File: src/rtl/playseq_condiciona_entradas.sv
// rtl/playseq_condiciona_entradas.sv - input conditioning: synchronizers, button debounce FSM, start-button debouncer
module playseq_condiciona_entradas #(
  parameter int N_DEB = 20
) (
  input  logic       clock,
  input  logic       reset,
  input  logic [3:0] botoes_in,
  input  logic       jogar_in,
  output logic [3:0] botoes,
  output logic       jogada,
  output logic       jogar,
  output logic       db_multiplo,
  output logic [1:0] db_estado
);

  typedef enum logic [1:0] {
    OCIOSO      = 2'b00,
    FILTRANDO   = 2'b01,
    PRESSIONADO = 2'b10,
    SOLTANDO    = 2'b11
  } state_t;

  // Last count value of the window; reaching it with a stable sample completes the filter
  localparam logic [7:0] LAST = 8'(N_DEB - 1);

  logic [3:0] bot_meta;
  logic [3:0] bot_sync;
  logic       jog_meta;
  logic       jog_sync;

  state_t     state;
  logic [7:0] cnt;
  logic [3:0] cand;

  logic [7:0] jcnt;
  logic       jlevel;

  logic       bot_zero;
  logic       bot_multi;
  logic       bot_onehot;

  assign bot_zero    = (bot_sync == 4'b0000);
  assign bot_multi   = ((bot_sync & (bot_sync - 4'd1)) != 4'b0000);
  assign bot_onehot  = !bot_zero && !bot_multi;
  assign db_multiplo = bot_multi;
  assign db_estado   = state;

  // Two-flop synchronizers for the raw asynchronous inputs
  always_ff @(posedge clock or negedge reset) begin
    if (!reset) begin
      bot_meta <= 4'b0000;
      bot_sync <= 4'b0000;
      jog_meta <= 1'b0;
      jog_sync <= 1'b0;
    end else begin
      bot_meta <= botoes_in;
      bot_sync <= bot_meta;
      jog_meta <= jogar_in;
      jog_sync <= jog_meta;
    end
  end

  // Button FSM: accept a one-hot press after a full stable window, then filter its release
  always_ff @(posedge clock or negedge reset) begin
    if (!reset) begin
      state  <= OCIOSO;
      cnt    <= 8'd0;
      cand   <= 4'b0000;
      botoes <= 4'b0000;
      jogada <= 1'b0;
    end else begin
      jogada <= 1'b0;
      unique case (state)
        OCIOSO: begin
          if (bot_onehot) begin
            state <= FILTRANDO;
            cand  <= bot_sync;
            cnt   <= 8'd1;
          end
        end
        FILTRANDO: begin
          if (bot_sync != cand) begin
            state <= OCIOSO;
            cnt   <= 8'd0;
          end else if (cnt == LAST) begin
            state  <= PRESSIONADO;
            botoes <= cand;
            jogada <= 1'b1;
          end else if (cnt != 8'hff) begin
            cnt <= cnt + 8'd1;
          end
        end
        PRESSIONADO: begin
          // A different or multi-hot value while held is not a new press
          if (bot_zero) begin
            state <= SOLTANDO;
            cnt   <= 8'd1;
          end
        end
        SOLTANDO: begin
          if (!bot_zero) begin
            state <= PRESSIONADO;
            cnt   <= 8'd0;
          end else if (cnt == LAST) begin
            state  <= OCIOSO;
            botoes <= 4'b0000;
            cnt    <= 8'd0;
          end else if (cnt != 8'hff) begin
            cnt <= cnt + 8'd1;
          end
        end
        default: begin
          state <= OCIOSO;
          cnt   <= 8'd0;
        end
      endcase
    end
  end

  // Start-button level debouncer with a registered pulse on the debounced rising edge
  always_ff @(posedge clock or negedge reset) begin
    if (!reset) begin
      jcnt   <= 8'd0;
      jlevel <= 1'b0;
      jogar  <= 1'b0;
    end else begin
      jogar <= 1'b0;
      if (jog_sync != jlevel) begin
        if (jcnt == LAST) begin
          jlevel <= jog_sync;
          jcnt   <= 8'd0;
          jogar  <= jog_sync;
        end else if (jcnt != 8'hff) begin
          jcnt <= jcnt + 8'd1;
        end
      end else begin
        jcnt <= 8'd0;
      end
    end
  end

endmodule

File: config.mk
export PLATFORM = sky130hd
export DESIGN_NAME = playseq_condiciona_entradas
export DESIGN_NICKNAME = d
export VERILOG_FILES = /design/src/rtl/playseq_condiciona_entradas.sv
export SDC_FILE = /design/constraint.sdc
export NUM_CORES = 1
export LEC_CHECK = 0
export ABC_AREA = 1
export ABC_CLOCK_PERIOD_IN_PS = 1500
export BUFFER_PORTS_ARGS = -buffer_cell sky130_fd_sc_hd__buf_2
export CORE_ASPECT_RATIO = 0.8
export CORE_MARGIN = 5
export CORE_UTILIZATION = 50
export DETAILED_ROUTE_END_ITERATION = 10
export GPL_ROUTABILITY_DRIVEN = 1
export HOLD_SLACK_MARGIN = 0.02
export PLACE_DENSITY_LB_ADDON = 0.2
export RECOVER_POWER = 100
export SETUP_SLACK_MARGIN = 0.15
export SLEW_MARGIN = 20
export SYNTH_ARGS = -nofsm -noshare
export SYNTH_HDL_FRONTEND = slang
export SYNTH_SLANG_ARGS = --single-unit
File: constraint.sdc
create_clock -name clock -period 1.5 [get_ports clock]
set_input_delay 0.075 -clock clock [delete_from_list [all_inputs] [get_ports clock]]
set_output_delay 0.075 -clock clock [all_outputs]
set_load 0.02 [all_outputs]
* Word-level counts from Yosys, hierarchy flattened
Cells that the tools add are included.
Operators by class: $add $sub $neg 3, $mul 0, divide/modulo/power cells 0, $lt $le $gt $ge 0, equality and inequality tests 19, shift operators 0, muxes and demuxes 28, bitwise gates (word level) 1, reduce and logical (&&, ||, !) cells 12
Operators by type and width (number):
- $mux 8 | 10
- $pmux 8 s4 | 1
- $add 8x1->8 const B | 2
- $eq 8x5->1 const B | 2
- $mux 4 | 4
- $ne 8x8->1 const B | 2
- $mux 2 | 6
- $ne 2x2->1 const B | 6
- $ne 3x3->1 const B | 3
- $pmux 2 s4 | 1
- $pmux 4 s2 | 1
- $mux 1 | 5
- $reduce_and 5->1 | 1
- $and 4x4->4 | 1
- $eq 2x2->1 const B | 2
- $logic_not 4->1 | 1
- $ne 4x4->1 | 1
- $reduce_and 2->1 | 2
- $reduce_and 4->1 | 1
- $reduce_bool 4->1 | 1
- $sub 4x1->4 const B | 1
- $ne 3x1->1 const B | 1
- $reduce_and 3->1 | 1
- $eq 2x1->1 const B | 1
- 5 further kinds | 6
Word-level totals: register bits 39, bits in latches 0, memory bits (writable) 0, memory bits (read-only) 0, input port bits 7, logic and storage cells 75, memories 0

* Depth between registers and ports, before layout
Gate-level depths: netlist (run 1).
word-level depth 7, depth in mapped cells 11, mapped depth without buffers 11

* Least setup slack after synthesis (run 1)
OpenSTA, ideal clock, no wires.
kind register to register, start register cnt[0], end register cnt[0], setup time 0.116 ns, arrival time 1.310 ns, required time 1.384 ns, path slack 0.073 ns, cell stages (with the launch flop) 10, path buffers 0, period minus slack after synthesis 1.427 ns, cells stage by stage dfrtp_1 > ha_1 > nand2_1 > nor2_4 > nand2_4 > xor2_1 > nand2_1 > nand2_1 > nand2_1 > nand2_1
Between the ends: longest elaborated chain between the ends 5
Ends and longest elaborated chain:
- from (decl) | line 32 | logic [7:0] cnt;
- from (signal assigned) | line 90 | cnt <= cnt + 8'd1;
- from (signal assigned) | line 109 | cnt <= cnt + 8'd1;
- $add 8x1->8 / $ne 8x8->1 (equally long branches)
- $mux 8 | line 89, 108
- $mux 8, on equally long branches | line 104, 85
- $mux 8, on equally long branches | line 101, 82
- $pmux 8 s4 | line 73 | unique case (state)
Parallel ways exist; a longest one is shown, timed or not. The select of a mux whose other input is x is not followed. A chain may end at the register's enable or synchronous reset.

* Final worst setup path (run 1)
start register bot_sync[0], end register cnt[4]
Between the ends: longest elaborated chain between the ends 7
Ends and longest elaborated chain:
- from (decl) | line 27 | logic [3:0] bot_sync;
- from (signal assigned) | line 57 | bot_sync <= bot_meta;
- $sub 4x1->4 | line 43 | assign bot_multi = ((bot_sync & (bot_sync - 4'd1)) != 4'b0000);
- $and 4x4->4 | line 43
- $reduce_bool 4->1 | line 43
- $logic_not 1->1 | line 44 | assign bot_onehot = !bot_zero && !bot_multi;
- $logic_and 1x1->1 | line 44
- $ne 2x2->1 (no source line)
- $reduce_and 3->1 (no source line)
Parallel ways exist; a longest one is shown, timed or not.

==> reports/results.txt, run 1 <==
Fmax -> 687 MHz
Vias in the first global route -> 1,632
Worst R2R Start -> bot_sync[0]$_DFF_PN0_
Worst min path class -> reg2reg
Met1 usage -> 25.5%
Largest stage delay, worst path -> 450 ps
Endpoint, Worst Hold -> jog_sync$_DFF_PN0_
P&R area growth vs syn -> 36.9%
Core Region -> 3850 sq um
Register area -> 983 sq um
Hold path cells -> 0
Vias -> 1,788
Power Total -> 3.24 mW
CTS tree -> done
Die H -> 67.0 um
Routability cong. -> 0.847
Clock transition at path regs -> 80 ps
Cells after Synth -> 248
Total GRT Usage -> 18.0%
Worst-Skew Late Latency -> 290 ps
Final hold vios -> 0
I/O Buffers -> 15
Crit share post-route -> 97.1%
Outcome -> finished clean
Worst-Margin Slew -> 936 ps
H-tree levels -> 2
Finished Layout Cells -> 357
Crit-path slowest cell -> dfrtp_2
Power Dens Cells -> 1160 nW/um^2
Grt met3 use -> 4.05%
Synth warnings -> 0
DP Wirelength -> 2860 um
RSZ-0062 raised after global routing -> yes
CP Class -> reg2reg
Antenna violations before repair -> 0
Synthesized flop and latch total -> 39
Headroom to the max-slew limit -> 37.6%
Post-Syn Area -> 2030 sq um
GR Layer Usage met2 -> 27.6%
Antenna viol nets, final -> 0
Die W -> 81.3 um
Stages on worst setup path -> 8
Share of cells above drive strength 1 -> 34.1%
Core Rows -> 20
Global route overflow -> 0
Min cycle time layout -> 1460 ps
Global-route wire length before repair -> 7530 um
Critical path fanouts, max -> 6
Post-synthesis sequential area ratio -> 48.0%
FF-to-FF path depth -> 8
Final setup vio count -> 0
Final Max Tran Viols -> 0
Layout Nets -> 310
Fill cells -> 312
Post-Syn Nets -> 257
Library cells used by synthesis -> 31
Critical path launch point type -> register
Initial core utilization -> 52.7%
Worst path buffer plus inverter count -> 0
CTS Buf Count -> 5
Multi-input combinational cell area -> 1150 sq um
Ports -> 16
DRC violation total after the first TritonRoute iteration -> 85
Grt peak-use layer -> met2
Worst Setup SP -> bot_sync[0]$_DFF_PN0_
Avg Cell Area, Syn -> 8.19 sq um
Reg2reg end -> cnt[4]$_DFFE_PN0P_
Die area -> 5450 sq um
Crit path max-delay family -> simple AND/OR/NAND/NOR gates
CP endpoint kind -> register
Pre-antenna DRT Iters -> 4
Leak -> 1.35 nW
Largest net degree at the start of global routing -> 40
R2r setup slk -> 40 ps
Req. time, crit path -> 1670 ps
Worst path cell trace -> nor2_4 > o21ai_1 > nand2_1 > nand2_2 > nand2_2 > nand2_4 > nor2_8 > o21ai_1
Critical path data arrival time -> 1630 ps
Clock Sinks -> 39
# placed instances -> 325
Hold path startpoint -> jog_meta$_DFF_PN0_
Antenna Cells -> 0
Avg WL per Cell -> 12.9 um
Number of vias per cell -> 5.01
Root Driver -> clkbuf_8
Layout Skew -> 7.24 ps
Max cap viols -> 0
Worst VDD drop -> 1.00 mV
DR DRC count -> 0
WL final -> 4590 um
Clk buf depth -> 2
[routing by layer]
metal	vias up	wire, um
met4	0	38
met3	4	140
li1	907	-
met5	-	0
met1	858	2140
met2	19	2270
[logic make-up after synthesis]
logic type	share of synthesized area [%]
simple gates	35.8
buf+inv	5.73
flops	48.0
xor+xnor	1.72
compound gates	7.45
fa+ha+maj	1.23
[registers in the layout, indices dropped and copies added, names as in the netlist]
name,flops
jogar,1
jcnt,8
db_estado,2
jog_sync,1
jogada,1
jog_meta,1
cnt,8
botoes,4
bot_sync,4
bot_meta,4
jlevel,1
cand,4
[where the power goes]
part | internal, mW | switching (mW)
Combinational | 0.354 | 0.567
Clock | 0.663 | 0.363
Sequential | 1.16 | 0.129
Total | 2.18 | 1.06
[area by class of cell]
type	instances	area share (%)
clock buffer	5	2.47
clock inverter	3	2.43
inverter	31	4.27
multi-input combinational	178	41.3
sequential	39	35.4
tap	55	2.47
timing repair buffer	46	11.7
[repair_timing]
| item | in CTS | in global routing |
|---|---|---|
| endpoints found under the hold margin | 44 | 0 |
| pin swaps | 16 | 22 |
| buffers inserted | 11 | 7 |
| setup endpoints to repair | 22 | 28 |
| hold buffers | 6 | 0 |
| resized for setup | 19 | 39 |
[cell usage in the layout, fill, tap and decap left out, drive strengths merged]
| master | netlist | routed |
|---|---|---|
| buf | 0 | 32 |
| dfrtp | 39 | 39 |
| xnor2 | 1 | 1 |
| dlygate4sd3 | 0 | 6 |
| nand3b | 1 | 1 |
| a211oi | 2 | 2 |
| nor2 | 29 | 29 |
| a21boi | 1 | 1 |
| o211ai | 1 | 1 |
| clkbuf | 0 | 13 |
| nand2 | 78 | 78 |
| or2 | 1 | 1 |
| clkinvlp | 0 | 1 |
| nand3 | 24 | 24 |
| o21a | 2 | 2 |
| ha | 2 | 2 |
| nor3b | 3 | 3 |
| inv | 30 | 31 |
| o21ai | 15 | 15 |
| bufinv | 0 | 2 |
| a21oi | 3 | 3 |
| xor2 | 3 | 3 |
| nand4 | 7 | 7 |
| nor3 | 5 | 5 |
[cells in the mapped netlist]
master / count / area, sq um
nand2_1: 71 / 267
dfrtp_1: 39 / 976
inv_1: 25 / 93.8
nand3_1: 22 / 110
nor2_1: 21 / 78.8
o21ai_1: 8 / 40.0
o21ai_0: 7 / 35.0
nand2_2: 6 / 37.5
nand4_1: 6 / 37.5
inv_2: 5 / 18.8
nor2_2: 4 / 25.0
nor3_1: 4 / 20.0
a21oi_1: 3 / 15.0
nor2_4: 3 / 33.8
nor3b_1: 3 / 22.5
xor2_1: 3 / 26.3
ha_1: 2 / 25.0
nand3_2: 2 / 20.0
o21a_1: 2 / 15.0
a211oi_1: 1 / 7.51
a211oi_4: 1 / 20.0
a21boi_2: 1 / 11.3
clkinv_1: 1 / 3.75
nand2_4: 1 / 11.3
nand3b_1: 1 / 7.51
nand4_4: 1 / 21.3
nor2_8: 1 / 20.0
nor3_2: 1 / 10.0
o211ai_1: 1 / 7.51
or2_2: 1 / 6.26
xnor2_1: 1 / 8.76
[per-stage QoR]
step	TNS, ps	area, sq um	hold WS, ps	utilization [%]	setup slack (ps)
detailed placement	-16.9	2260	62.8	58.5	-16.9
global placement	0	2260	57.8	58.5	52.8
global route	-123	2780	368	72.2	-30.1
floorplan	0	2050	-221	-	146
finish	0	2780	353	72.2	44.2
CTS	0	2610	281	67.8	93.6
[worst max-delay path by stage]
stage	endpoint	slack [ps]
after floorplan	cnt[0]$_DFFE_PN0P_	150
after global placement	jcnt[1]$_DFFE_PN0P_	50
after detailed placement	jcnt[1]$_DFFE_PN0P_	-20
after CTS	db_estado[1]$_DFFE_PN0P_	90
after global routing	cnt[3]$_DFFE_PN0P_	-30
final	cnt[4]$_DFFE_PN0P_	40
Power figures use the tool's default switching activity.
==> inputs of run 2 (changes only) <==
- PLACE_DENSITY: not set -> 0.8
- PLACE_DENSITY_LB_ADDON: 0.2 -> not set
==> reports/results.txt, run 2 (synthesized netlist as in run 1, its figures left out) <==
RSZ-0062 raised after global routing -> yes
Layout Nets -> 311 (+0.32%)
Clk buf depth -> 2 (unchanged)
Final Max Tran Viols -> 0 (unchanged)
Worst min path class -> reg2reg
Pre-antenna DRT Iters -> 4 (unchanged)
Root Driver -> clkbuf_8
H-tree levels -> 2 (unchanged)
Worst VDD drop -> 0.910 mV (-9.3%)
Fin Setup TNS -> 0 ps (unchanged)
Tightest hold margin -> 353 ps (+0.130 ps)
Total GRT Usage -> 18.3% (+0.23 points)
Worst-Margin Slew -> 960 ps (+24.5 ps)
Die H -> 67.0 um (unchanged)
Global-route wire length before repair -> 7640 um (+1.4%)
Min cycle time layout -> 1460 ps (+4.47 ps)
Fmax -> 685 MHz (-0.31%)
I/O Buffers -> 15 (unchanged)
Req. time, crit path -> 1690 ps (+20 ps)
Vias in the first global route -> 1,706 (+4.5%)
Avg WL per Cell -> 14.4 um (+12%)
DP Wirelength -> 2780 um (-2.9%)
Clock Sinks -> 39 (unchanged)
Share of cells above drive strength 1 -> 39.6% (+5.5 points)
Top Registers -> cnt x8, jcnt x8
Layout Skew -> 4.47 ps (-2.78 ps)
Core Region -> 3850 sq um (unchanged)
Final setup vio count -> 0 (unchanged)
P&R area growth vs syn -> 39.8%
Vias -> 1,851 (+3.5%)
Most frequent cells in the layout -> nand2_1, dfrtp_1, inv_1, buf_4, nand3_1
Number of vias per cell -> 5.17 (+3.2%)
Headroom to the max-slew limit -> 36.0% (-1.6 points)
Ports -> 16 (unchanged)
Antenna violations before repair -> 0 (unchanged)
Combinational share of power -> 29.7% (+1.3 points)
CTS tree -> done
Core Util, Final -> 73.7% (+1.5 points)
DR DRC count -> 0 (unchanged)
CP endpoint kind -> register
Critical path fanouts, max -> 6 (unchanged)
Worst-Skew Late Latency -> 300 ps (about the same)
P_sw -> 1.12 mW (+6.0%)
Critical path launch point type -> register
Clock power share -> 29.1% (-2.6 points)
Die W -> 81.3 um (unchanged)
Antenna viol nets, final -> 0 (unchanged)
Crit share post-route -> 97.4% (+0.30 points)
Antenna Cells -> 0 (unchanged)
Routability cong. -> 0.840 (-0.85%)
CP Class -> reg2reg
Largest net degree at the start of global routing -> 40 (unchanged)
Sequential Power Share -> 41.2% (+1.3 points)
CTS Buf Count -> 5 (unchanged)
Global route overflow -> 0 (unchanged)
WL final -> 5170 um (+13%)
Pint -> 2.02 mW (-7.5%)
Leak -> 1.36 nW (+0.73%)
Initial core utilization -> 52.7% (unchanged)
Final hold vios -> 0 (unchanged)
Die area -> 5450 sq um (unchanged)
DRC violation total after the first TritonRoute iteration -> 89 (+4.7%)
Clock transition at path regs -> 80 ps (about the same)
Core Rows -> 20 (unchanged)
Power Dens Cells -> 1110 nW/um^2 (-5.1%)
Switching share of power -> 35.7% (+3.1 points)
R2r setup slk -> 40 ps (about the same)
Critical path data arrival time -> 1650 ps (+20 ps)
Max cap viols -> 0 (unchanged)
Commonest non-fill, non-tap cell in the layout -> nand2_1
Outcome -> finished clean
-- run 2: changes by cell type in the layout (fill, tap and decap cells not counted), sizes merged --
cell      change
clkbuf        -1
inv           +1
bufinv        -1
clkinv        +1
clkinvlp      -1
buf           +2
-- run 2: layout make-up --
type | instances | area (sq um)
well taps | 55 | 68.8
clock inverters | 3 | 47.5
multi-input cells | 178 | 1210
flip-flops and latches | 39 | 983
fillers | 283 | 1010
clock buffers | 5 | 68.8
repair buffers | 47 | 342
inverters | 31 | 119
-- run 2: final timing paths --
check                                            from                    end  cells past startpoint
worst min-delay path            bot_meta[0]$_DFF_PN0_  bot_sync[0]$_DFF_PN0_                      0
worst max register to register     cnt[6]$_DFFE_PN0P_     cnt[0]$_DFFE_PN0P_                      8
min in group asynchronous                       reset    jcnt[0]$_DFFE_PN0P_                      3
worst min register to register  bot_meta[0]$_DFF_PN0_  bot_sync[0]$_DFF_PN0_                      0
worst max-delay path               cnt[6]$_DFFE_PN0P_     cnt[0]$_DFFE_PN0P_                      8
max in group asynchronous                       reset     cnt[5]$_DFFE_PN0P_                      3
-- run 2: layer usage --
metal | GRT usage [%] | up-vias | routed length (um)
met5 | 0 | - | 0
met4 | 4.01 | 0 | 85
met3 | 4.59 | 9 | 224
met2 | 30.5 | 41 | 2660
met1 | 23.8 | 899 | 2200
li1 | - | 902 | -
-- run 2: worst max-delay path, cell delays in order (launching register included) --
cell and delay, ps:
dfrtp_1 460, nor2_4 160, nand2_1 90, nor2_2 120, nand4_1 180, inv_2 150
nor2_8 70, nand2_1 60, nand2_1 50
-- run 2: through the flow --
stage,instances,setup slack (ps),power (mW),area (sq um)
after global placement,325,5.57,2.05,2240
after detailed placement,325,-8.01,2.05,2240
after floorplan,248,146,1.85,2050
final,358,39.7,3.14,2840
after global routing,358,-51.1,3.34,2840
after CTS,349,55.7,3.01,2560
-- run 2: power groups by stage --
stage / sequential, mW / combinational, mW / clock [mW]
3_3_place_gp: 1.30 / 0.748 / 0
5_1_grt: 1.31 / 1.06 / 0.975
6_report: 1.29 / 0.933 / 0.914
3_5_place_dp: 1.30 / 0.751 / 0
2_1_floorplan: 1.31 / 0.541 / 0
4_1_cts: 1.28 / 0.822 / 0.905
-- run 2: timing repair --
item | 4_1_cts | 5_1_grt
pin swaps | 16 | 17
hold buffers | 6 | 0
setup buffers | 10 | 9
setup endpoints to repair | 20 | 27
resized for setup | 19 | 56
endpoints found under the hold margin | 44 | 0
==> inputs of run 3 (changes only) <==
- MAX_ROUTING_LAYER: not set -> met4
==> reports/results.txt, run 3 (synthesized netlist as in run 1, its figures left out) <==
RSZ-0062 raised after global routing -> yes
Vias -> 1,856 (+0.27%)
Antenna violations before repair -> 0 (unchanged)
Final Max Tran Viols -> 0 (unchanged)
Global-route wire length before repair -> 7640 um (unchanged)
Outcome -> finished clean
Final hold vios -> 0 (unchanged)
Worst path cell trace -> nor2_4 > nand2_1 > nor2_2 > nand4_1 > inv_2 > nor2_8 > nand2_1 > nand2_1
WL final -> 5170 um (about the same)
Largest net degree at the start of global routing -> 40 (unchanged)
CTS Buf Count -> 5 (unchanged)
Top Registers -> cnt x8, jcnt x8
DRC violation total after the first TritonRoute iteration -> 91 (+2.2%)
Die W -> 81.3 um (unchanged)
Pre-antenna DRT Iters -> 4 (unchanged)
Min cycle time layout -> 1470 ps (+12.6 ps)
Initial core utilization -> 52.7% (unchanged)
Finished Layout Cells -> 358 (unchanged)
Core Rows -> 20 (unchanged)
Routability cong. -> 0.853 (+1.5%)
Worst Setup SP -> cnt[6]$_DFFE_PN0P_
Core Region -> 3850 sq um (unchanged)
Die area -> 5450 sq um (unchanged)
Max cap viols -> 0 (unchanged)
Largest stage delay, worst path -> 460 ps (about the same)
Antenna viol nets, final -> 0 (unchanged)
DR DRC count -> 0 (unchanged)
CP Class -> reg2reg
Antenna Cells -> 0 (unchanged)
Total GRT Usage -> 18.8% (+0.49 points)
Crit share post-route -> 98.2% (+0.84 points)
Fill cells -> 283 (unchanged)
Layout Nets -> 311 (unchanged)
Fin Setup TNS -> 0 ps (unchanged)
Clock Sinks -> 39 (unchanged)
Die H -> 67.0 um (unchanged)
Req. time, crit path -> 1690 ps (about the same)
DP Wirelength -> 2780 um (unchanged)
Root Driver -> clkbuf_8
CP endpoint kind -> register
Hold path startpoint -> bot_meta[0]$_DFF_PN0_
Tightest hold margin -> 353 ps (unchanged)
Fmax -> 679 MHz (-0.86%)
Worst-Margin Slew -> 960 ps (+0.264 ps)
Clk buf depth -> 2 (unchanged)
Most Frequent Cell on Critical Path -> nand2_1
Most frequent cells in the layout -> nand2_1, dfrtp_1, inv_1, buf_4, nand3_1
Power Dens Cells -> 1110 nW/um^2 (about the same)
Worst Setup Slack, final -> 27.1 ps (-12.6 ps)
Final setup vio count -> 0 (unchanged)
Commonest non-fill, non-tap cell in the layout -> nand2_1
Ports -> 16 (unchanged)
Worst VDD drop -> 0.910 mV (about the same)
Headroom to the max-slew limit -> 36.0% (about the same)
Worst min path class -> reg2reg
FF-to-FF path depth -> 8 (unchanged)
Critical path data arrival time -> 1660 ps (about the same)
Worst R2R Start -> cnt[6]$_DFFE_PN0P_
Critical path fanouts, max -> 6 (unchanged)
Clock transition at path regs -> 80 ps (about the same)
CTS tree -> done
Critical path launch point type -> register
H-tree levels -> 2 (unchanged)
Share of cells above drive strength 1 -> 39.6% (unchanged)
Post-Place Setup Slack -> -8.01 ps (unchanged)
Avg WL per Cell -> 14.4 um (about the same)
Layout Skew -> 4.48 ps (+0.00677 ps)
# placed instances -> 325 (unchanged)
Number of vias per cell -> 5.18 (+0.27%)
I/O Buffers -> 15 (unchanged)
Crit-path slowest cell -> dfrtp_1
Global route overflow -> 0 (unchanged)
Hold path cells -> 0 (unchanged)
P&R area growth vs syn -> 39.8% (unchanged)
Leak -> 1.36 nW (unchanged)
Worst-Skew Late Latency -> 300 ps (about the same)
Vias in the first global route -> 1,706 (unchanged)
-- run 3: cell counts in the layout (fill, tap and decap cells not counted) --
No cell type changed its count.
-- run 3: layout make-up --
cell class | count | area [sq um] | area share, %
clock buffer | 5 | 68.8 | 2.42
clock inverter | 3 | 47.5 | 1.67
sequential | 39 | 983 | 34.6
inverter | 31 | 119 | 4.19
tap | 55 | 68.8 | 2.42
multi-input combinational | 178 | 1210 | 42.6
timing repair buffer | 47 | 342 | 12.0
-- run 3: path summary, 6_finish.rpt --
check | to | slack, ps
worst max-delay path | cnt[0]$_DFFE_PN0P_ | 30
worst min-delay path | bot_sync[0]$_DFF_PN0_ | 350
worst max register to register | cnt[0]$_DFFE_PN0P_ | 30
min in group asynchronous | jcnt[0]$_DFFE_PN0P_ | 550
worst min register to register | bot_sync[0]$_DFF_PN0_ | 350
max in group asynchronous | cnt[5]$_DFFE_PN0P_ | 290
-- run 3: worst max-delay path: cells and delay by family, from the launching register on --
| family | cells | cell delay, ps |
|---|---|---|
| buffers and inverters | 1 | 150 |
| DFF | 1 | 460 |
| and+or+nand+nor | 7 | 750 |
-- run 3: layer usage --
layer  track usage [%]  vias to the layer above  share of wire (%)
met5                 -                        -                  0
met4              4.01                        0                1.5
met3              4.32                        9                3.8
met2              30.5                       40                 51
met1              24.0                      904                 43
li1                  -                      903                  -
-- run 3: repair_timing --
item	CTS	global route
hold buffers	6	0
endpoints found under the setup margin	20	27
gates resized for setup	19	56
endpoints found under the hold margin	44	0
setup buffers	10	9
pin swaps	16	17
-- run 3: stage by stage --
stage | total power [mW] | util (%) | cell area (sq um)
after global routing | 3.34 | 73.7 | 2840
final | 3.14 | 73.7 | 2840
after detailed placement | 2.05 | 58.2 | 2240
after global placement | 2.05 | 58.2 | 2240
after CTS | 3.01 | 66.4 | 2560
after floorplan | 1.85 | - | 2050
-- run 3: power breakdown --
group	total (mW)	leakage (nW)	internal [mW]	switching (mW)
logic	0.934	0.797	0.348	0.585
registers	1.29	0.499	1.16	0.129
clock network	0.912	0.0587	0.504	0.408
